File: src/rtl/pipelined_adder.sv
// pipelined_adder: N-bit adder with carry-in/carry-out.
// The operands are split into STAGES carry-ripple chunks of W = N/STAGES bits.
// Each chunk adds in its own pipeline stage and is separated from the next by
// a registered carry.
// Operand chunks for later stages are skewed forward in time to meet their
// incoming carry. Partial sums from earlier stages are deskewed so that every
// chunk of one operation reaches Sum in the same cycle.
// The design sustains one addition per clock with a latency of STAGES edges,
// counting the sampling edge.

module pipelined_adder #(
    parameter int N      = 8,
    parameter int STAGES = 2
) (
    input  logic         clk,
    input  logic         reset,
    input  logic [N-1:0] A,
    input  logic [N-1:0] B,
    input  logic         Cin,
    output logic [N-1:0] Sum,
    output logic         Cout
);

    localparam int W = (STAGES >= 1 && STAGES <= N) ? (N / STAGES) : 1;

    // Refuse to build a pipeline whose chunks would not tile the operand width.
    if (STAGES < 1 || STAGES > N || (N % STAGES) != 0) begin : g_badParams
        $error("pipelined_adder: STAGES must lie in 1..N and divide N evenly");
    end

    // Time-aligned full-width sum, assembled slice by slice from every stage.
    wire [N-1:0] w_sumAligned;

    for (genvar k = 0; k < STAGES; k++) begin : g_stage

        logic [W-1:0] w_a;
        logic [W-1:0] w_b;
        logic         w_cin;
        logic [W:0]   w_add;
        logic [W-1:0] r_psum;
        logic         r_carry;

        if (k == 0) begin : g_noSkew
            // The first chunk meets Cin in the same cycle it arrives.
            assign w_a   = A[W-1:0];
            assign w_b   = B[W-1:0];
            assign w_cin = Cin;
        end else begin : g_skew
            logic [W-1:0] r_aSkew [k];
            logic [W-1:0] r_bSkew [k];

            // Delay chunk k of the operands by k cycles.
            // This lets them meet the carry rippling out of stage k-1.
            always_ff @(posedge clk) begin
                if (!reset) begin
                    for (int i = 0; i < k; i++) begin
                        r_aSkew[i] <= '0;
                        r_bSkew[i] <= '0;
                    end
                end else begin
                    r_aSkew[0] <= A[k*W +: W];
                    r_bSkew[0] <= B[k*W +: W];
                    for (int i = 1; i < k; i++) begin
                        r_aSkew[i] <= r_aSkew[i-1];
                        r_bSkew[i] <= r_bSkew[i-1];
                    end
                end
            end

            assign w_a   = r_aSkew[k-1];
            assign w_b   = r_bSkew[k-1];
            assign w_cin = g_stage[k-1].r_carry;
        end

        // One extra bit on each operand captures the chunk's carry out.
        assign w_add = {1'b0, w_a} + {1'b0, w_b} + {{W{1'b0}}, w_cin};

        // Register this chunk's partial sum and the carry handed to the next chunk.
        always_ff @(posedge clk) begin
            if (!reset) begin
                r_psum  <= '0;
                r_carry <= 1'b0;
            end else begin
                r_psum  <= w_add[W-1:0];
                r_carry <= w_add[W];
            end
        end

        if (k == STAGES - 1) begin : g_noDeskew
            // The last chunk finishes exactly when the operation leaves the pipe.
            assign w_sumAligned[k*W +: W] = r_psum;
        end else begin : g_deskew
            localparam int D = STAGES - 1 - k;
            logic [W-1:0] r_deskew [D];

            // Hold an early chunk's result until the upper chunks of the same
            // operation catch up.
            always_ff @(posedge clk) begin
                if (!reset) begin
                    for (int i = 0; i < D; i++) begin
                        r_deskew[i] <= '0;
                    end
                end else begin
                    r_deskew[0] <= r_psum;
                    for (int i = 1; i < D; i++) begin
                        r_deskew[i] <= r_deskew[i-1];
                    end
                end
            end

            assign w_sumAligned[k*W +: W] = r_deskew[D-1];
        end
    end

    // Outputs come straight from registers, so they change only on clock edges.
    assign Sum  = w_sumAligned;
    assign Cout = g_stage[STAGES-1].r_carry;

endmodule

File: config.mk
export PLATFORM = sky130hd
export DESIGN_NAME = pipelined_adder
export DESIGN_NICKNAME = d
export VERILOG_FILES = /design/src/rtl/pipelined_adder.sv
export SDC_FILE = /design/constraint.sdc
export NUM_CORES = 1
export LEC_CHECK = 0
export ABC_CLOCK_PERIOD_IN_PS = 2110
export CORE_ASPECT_RATIO = 1.5
export CORE_MARGIN = 3
export CORE_UTILIZATION = 35
export DETAILED_ROUTE_END_ITERATION = 8
export PLACE_DENSITY_LB_ADDON = 0.2
export SLEW_MARGIN = 15
export SYNTH_ARGS = -nofsm -noshare
export SYNTH_HDL_FRONTEND = slang
export SYNTH_SLANG_ARGS = --single-unit
export TNS_END_PERCENT = 20
File: constraint.sdc
create_clock -name clk -period 2.11 [get_ports clk]
set_input_delay 0.422 -clock clk [delete_from_list [all_inputs] [get_ports clk]]
set_output_delay 0.422 -clock clk [all_outputs]
set_load 0.01 [all_outputs]
==> reports/qor.yml, run 1 <==
status: "completed"
p_sw_w: 0.000182
die_y_um: 67.7
rows: 21
utilization_pct: 52.8
drtAntennaViolNets: 0
netlist_area_um2: 887
worst_ep_required_time_ps: 2310
powerDensity_mw_per_mm2: 682
routed_wl_mm: 1.42
crit_path_end_kind: "register"
core_area_mm2: 0.00231
rsz0062_at_grt: "no"
power_leakage_nw: 0.533
cts_root_buffer: "clkbuf_4"
syn-mean-instance-area_um2: 11.7
fmax_mhz: 561
antenna_found_initial: 0
drive_gt1_share_pct: 8.49
seq_area_frac_synth_pct: 49.6
max_cap_violations: 0
setup_viol_count_final: 0
max_slew_margin_pct: 78.5
worstPathArrival_ps: 1980
io_buffers: 27
area_growth_pct: 37.5
fillerInstances: 215
antenna_cells: 0
place_congestion: 0.683
grt_max_degree: 14
h-tree-depth: 1
grt_pass1_wl_mm: 2.33
post_cts_resized: 0
io-pin-count: 28
finalSetupTns_ps: 0
seq_power_share_pct: 54.9
slew_violations: 0
fin_skew_ps: 0.446
cts.hold.buffers_added: 0
power.total_w: 0.000832
die_w_um: 47.1
min-delay-path-class: "reg2reg"
yosysWarnings: 0
cts_setup_buffers: 0
die_area_mm2: 0.00319
ctsLongestPathBuffers: 2
clkSinkCount: 22
crit_fanout: 2
irDropWorstVdd_mv: 0.323
fin_nets: 136
switching_share_pct: 21.9
cp-start-kind: "primary input"
netlist_instances: 76
fin_crit_ps: 1780
grt_usage_pct: 10.3
remaining_drc_errors: 0
wl_per_cell_um: 11.0
cts_tree: "done"
synth_cell_types: 16
dp_slack_ps: -3.09
via_count: 594
worst_pin_slew_ps: 321
criticalPathCategory: "in2reg"
hpwlAfterDp_mm: 1.17
hold_viol: 0
path_clk_slew_ps: 110
clk-insertion-delay-late_ps: 290
pwr-share-clk_pct: 26.6
dr.pass1.iters: 4
fin_ws_ps: 328
fin_crit_sh_pct: 84.5
synth_fp_nets: 105
first_global_vias: 585
p_comb_share_pct: 18.5
internal_power_w: 0.000650
ys_seq_elements: 22
drt_iter0_drc: 9
cts_buffers: 3
start_util_pct: 38.4
routed_via_density: 4.60
overflow: 0
## Yosys cell counts
cell type,count,share of area (%)
dfxtp_1,22,50
and2_1,14,9.9
ha_1,6,8.5
inv_1,6,2.5
fa_1,4,9.0
nor2b_1,4,2.8
o21a_1,4,3.4
a21o_1,2,1.7
a21oi_2,2,2.0
buf_2,2,1.1
mux2i_1,2,2.3
nand2_1,2,0.85
nor2b_4,2,3.1
nor3b_1,2,1.7
nand2b_1,1,0.71
or2b_1,1,0.85
## layout make-up
type	instances	area, um^2	area share (%)
Inverter	6	22.5	1.85
Timing Repair Buffer	28	278	22.8
Sequential cell	22	440	36.1
Clock buffer	4	36.3	2.97
Tap cell	23	28.8	2.36
Multi-Input combinational cell	46	414	33.9
## stage by stage
stage	hold slack, ps	cell area (um^2)	std cells
after floorplan	412	887	76
after global placement	415	1180	125
after detailed placement	419	1180	125
after CTS	446	1220	129
after global routing	454	1220	129
final	448	1220	129
## power by group through the flow
stage | sequential [W] | clock [W] | combinational (W)
floorplan | 0.000472 | 0 | 0.0000716
global placement | 0.000466 | 0 | 0.000153
detailed placement | 0.000467 | 0 | 0.000157
CTS | 0.000457 | 0.000231 | 0.000158
global route | 0.000460 | 0.000251 | 0.000171
finish | 0.000456 | 0.000221 | 0.000154
## layer usage
metal	track usage, %	part of all wire (%)	wire (um)	up-vias
met1	10.2	37	526	277
met4	7.27	1.5	21	0
met3	2.40	6.4	90	2
li1	-	-	-	298
met2	17.9	55	778	17
met5	0	0	0	-
## state kept, by name, indices dropped and copies added, names as in the netlist
signal and cells:
g_stage.g_deskew.r_deskew 4, g_stage.r_psum 8, g_stage.r_carry 1, g_stage.g_skew.r_aSkew 4
g_stage.g_skew.r_bSkew 4, Cout 1
## worst paths after layout
kind                              startpoint                                       endpoint  slack (ps)  depth (start not counted)
min          g_stage[0].r_psum[0]$_SDFF_PN0_  g_stage[0].g_deskew.r_deskew[0][0]$_SDFF_PN0_         450                          1
min reg2reg  g_stage[0].r_psum[0]$_SDFF_PN0_  g_stage[0].g_deskew.r_deskew[0][0]$_SDFF_PN0_         450                          1
max reg2reg    g_stage[0].r_carry$_SDFF_PN0_                                Cout$_SDFF_PN0_         550                          6
max                                     A[0]                  g_stage[0].r_carry$_SDFF_PN0_         330                          7
## worst max-delay path, cell delays in order
cell and delay, ps:
clkdlybuf4s50_1 440, fa_1 450, inv_1 80, fa_1 220, nor2b_4 50, o21a_1 160, o21a_1 160
## kinds of logic (layout without fill, tap and decap cells)
logic type / after synthesis / count (layout) / synth area share [%]
AND/OR/NAND/NOR: 26 / 26 / 19.9
flip-flops: 22 / 22 / 49.6
adder cells (fa/ha/maj): 10 / 10 / 17.5
AO/OA/AOI/OAI: 8 / 8 / 7.05
buffers and inverters: 8 / 38 / 3.67
multiplexers: 2 / 2 / 2.26
## cells in the final DEF, fill, tap and decap left out, types with 3 or more instances in the layout
| cell | n |
|---|---|
| and2_1 | 14 |
| clkbuf_4 | 3 |
| clkdlybuf4s50_1 | 27 |
| dfxtp_1 | 22 |
| fa_1 | 4 |
| ha_1 | 6 |
| inv_1 | 6 |
| nor2b_1 | 4 |
| o21a_1 | 4 |
Power figures use the tool's default switching activity.
==> run 2, diff against run 1 <==
--- a/config.mk
+++ b/config.mk
@@ -5,7 +5,7 @@
 export SDC_FILE = /design/constraint.sdc
 export NUM_CORES = 1
 export LEC_CHECK = 0
-export ABC_CLOCK_PERIOD_IN_PS = 2110
+export ABC_CLOCK_PERIOD_IN_PS = 1700
 export CORE_ASPECT_RATIO = 1.5
 export CORE_MARGIN = 3
 export CORE_UTILIZATION = 35
==> constraint.sdc (replaced) <==
create_clock -name clk -period 1.7 [get_ports clk]
set_input_delay 0.34 -clock clk [delete_from_list [all_inputs] [get_ports clk]]
set_output_delay 0.34 -clock clk [all_outputs]
set_load 0.01 [all_outputs]
==> run 2 against run 1 <==
  * Non-clock buffer count grew 2
  * Register-to-register slack lost 390 ps
  * Sequential share of layout area shrank 0.18 points
  * Via count shrank 1.0%
  * Cell count grew 0.78%
  * Clock skew grew 0.79 ps
==> reports/qor.yml, run 2 (synthesis results as in run 1) <==
routed_via_density: 4.52  # -1.8%
io_buffers: 27  # unchanged
rows: 21  # unchanged
largest_register_ffs: 8  # unchanged
antenna_found_initial: 0  # unchanged
io-pin-count: 28  # unchanged
path_clk_slew_ps: 110  # about the same
wl_met2_um: 780  # +0.26%
rsz0062_at_grt: "no"
critPathSlowestCell: "clkdlybuf4s50_1"
first_global_vias: 572  # -2.2%
clkSinkCount: 22  # unchanged
fin_crit_sh_pct: 96.4
cpLargestDelayFamily: "adder cells"
dr.pass1.iters: 2  # -2
wl_met1_um: 504  # -4.2%
drive_gt1_share_pct: 12.1  # +3.7 points
fin_crit_ps: 1640
largest-register: "g_stage.r_psum"
drtAntennaViolNets: 0  # unchanged
fmax_mhz: 610
max_slew_margin_pct: 88.0  # +9.5 points
utilization_pct: 53.0  # +0.27 points
routed-wl-met3_um: 90  # unchanged
fin_skew_ps: 1.24  # +0.792 ps
grt_max_degree: 24  # +10
area_growth_pct: 38.2
crit_fanout: 2  # unchanged
powerDensity_mw_per_mm2: 802  # +18%
core_area_mm2: 0.00231  # unchanged
die_w_um: 47.1  # unchanged
cts_buffers: 3  # unchanged
final_area_mm2: 0.00123  # +0.51%
drt_iter0_drc: 5  # -4
worst_path_largest_cell_delay_ps: 430  # -20 ps
via_count: 588  # -1.0%
wl_per_cell_um: 10.7  # -2.6%
cts_root_buffer: "clkbuf_4"
overflow: 0  # unchanged
cp-start-kind: "primary input"
antenna_cells: 0  # unchanged
grt_pass1_wl_mm: 2.32  # -0.30%
crit_path_end_kind: "register"
min-delay-path-class: "reg2reg"
criticalPathCategory: "in2reg"
remaining_drc_errors: 0  # unchanged
ctsLongestPathBuffers: 2  # unchanged
slew_violations: 0  # unchanged
worst_ep_required_time_ps: 1900  # -410 ps
path_buf_inv: 2  # unchanged
grt_usage_pct: 10.6  # +0.25 points
worst_pin_slew_ps: 180  # -141 ps
routed_wl_mm: 1.39  # -1.8%
setup_viol_count_final: 0  # unchanged
worstPathArrival_ps: 1840  # -140 ps
final_common_cell: "clkdlybuf4s50_1"
clk-insertion-delay-late_ps: 290  # about the same
place_congestion: 0.679  # -0.56%
hpwlAfterDp_mm: 1.14  # -3.0%
cp_cell_sequence: "clkdlybuf4s50_1 > fa_2 > inv_2 > fa_2 > nor2b_4 > o21a_1 > o21a_1"
cts_tree: "done"
status: "completed"
top_layer_used: "met4"
die_y_um: 67.7  # unchanged
place_area_mm2: 0.00120  # +1.3%
irDropWorstVdd_mv: 0.400  # +24%
h-tree-depth: 1  # unchanged
power_leakage_nw: 0.533  # about the same
hold_viol: 0  # unchanged
fin_nets: 138  # +1.5%
die_area_mm2: 0.00319  # unchanged
max_cap_violations: 0  # unchanged
mostFrequentLayoutCells: "27 x clkdlybuf4s50_1, 22 x dfxtp_1, 14 x and2_1"
start_util_pct: 38.4  # unchanged
run 2: changes by cell type in the layout (fill, tap and decap cells not counted):
cell and change:
buf_4 +2, clkbuf_8 -1, fa_1 -2, fa_2 +2
inv_1 -1, inv_2 +1
run 2: area by class of cell:
cell class,count,area (um^2)
tap,23,28.8
inverter,6,22.5
multi-input combinational,46,419
fill,224,1090
timing repair buffer,30,293
sequential,22,440
clock buffer,3,22.5
run 2: stage by stage:
step | std cells | hold slack (ps) | worst slack (ps) | power [W] | setup TNS [ps]
floorplan | 76 | 412 | 191 | 0.000675 | 0
global placement | 127 | 416 | -295 | 0.000774 | -790
detailed placement | 127 | 420 | -345 | 0.000777 | -1000
CTS | 130 | 446 | 52.1 | 0.00100 | 0
global route | 130 | 463 | 12.9 | 0.00104 | 0
finish | 130 | 442 | 60.4 | 0.000984 | 0
run 2: what timing repair did:
action,4_1_cts,5_1_grt
pin swaps,0,2
setup buffers,0,0
resized for setup,2,1
hold buffers,0,0
setup endpoints to repair,1,1
run 2: worst paths after layout:
check | start | endpoint | slack, ps | cells after the start
worst max-delay path | Cin | g_stage[0].r_carry$_SDFF_PN0_ | 60 | 7
worst min-delay path | g_stage[0].r_psum[0]$_SDFF_PN0_ | g_stage[0].g_deskew.r_deskew[0][0]$_SDFF_PN0_ | 440 | 1
worst max register to register | g_stage[0].r_carry$_SDFF_PN0_ | Cout$_SDFF_PN0_ | 160 | 6
worst min register to register | g_stage[0].r_psum[0]$_SDFF_PN0_ | g_stage[0].g_deskew.r_deskew[0][0]$_SDFF_PN0_ | 440 | 1
run 2: layer usage:
metal | GRT usage [%] | vias up
met5 | 0 | -
met4 | 7.27 | 0
met3 | 2.40 | 2
met2 | 18.5 | 17
met1 | 10.3 | 269
li1 | - | 300
run 2: power by group:
group	switching (W)	total (W)	internal, W
sequential	0.0000114	0.000567	0.000555
combinational	0.0000710	0.000197	0.000126
clock	0.000138	0.000220	0.0000823
total	0.000220	0.000984	0.000763
==> run 3, diff against run 2 <==
--- a/config.mk
+++ b/config.mk
@@ -6,9 +6,11 @@
 export NUM_CORES = 1
 export LEC_CHECK = 0
 export ABC_CLOCK_PERIOD_IN_PS = 1700
+export CAP_MARGIN = 15
 export CORE_ASPECT_RATIO = 1.5
 export CORE_MARGIN = 3
 export CORE_UTILIZATION = 35
+export CTS_CLUSTER_SIZE = 20
 export DETAILED_ROUTE_END_ITERATION = 8
 export PLACE_DENSITY_LB_ADDON = 0.2
 export SLEW_MARGIN = 15
==> results of run 3 <==
No change in the layout: final DEF, timing and power equal those of run 2.
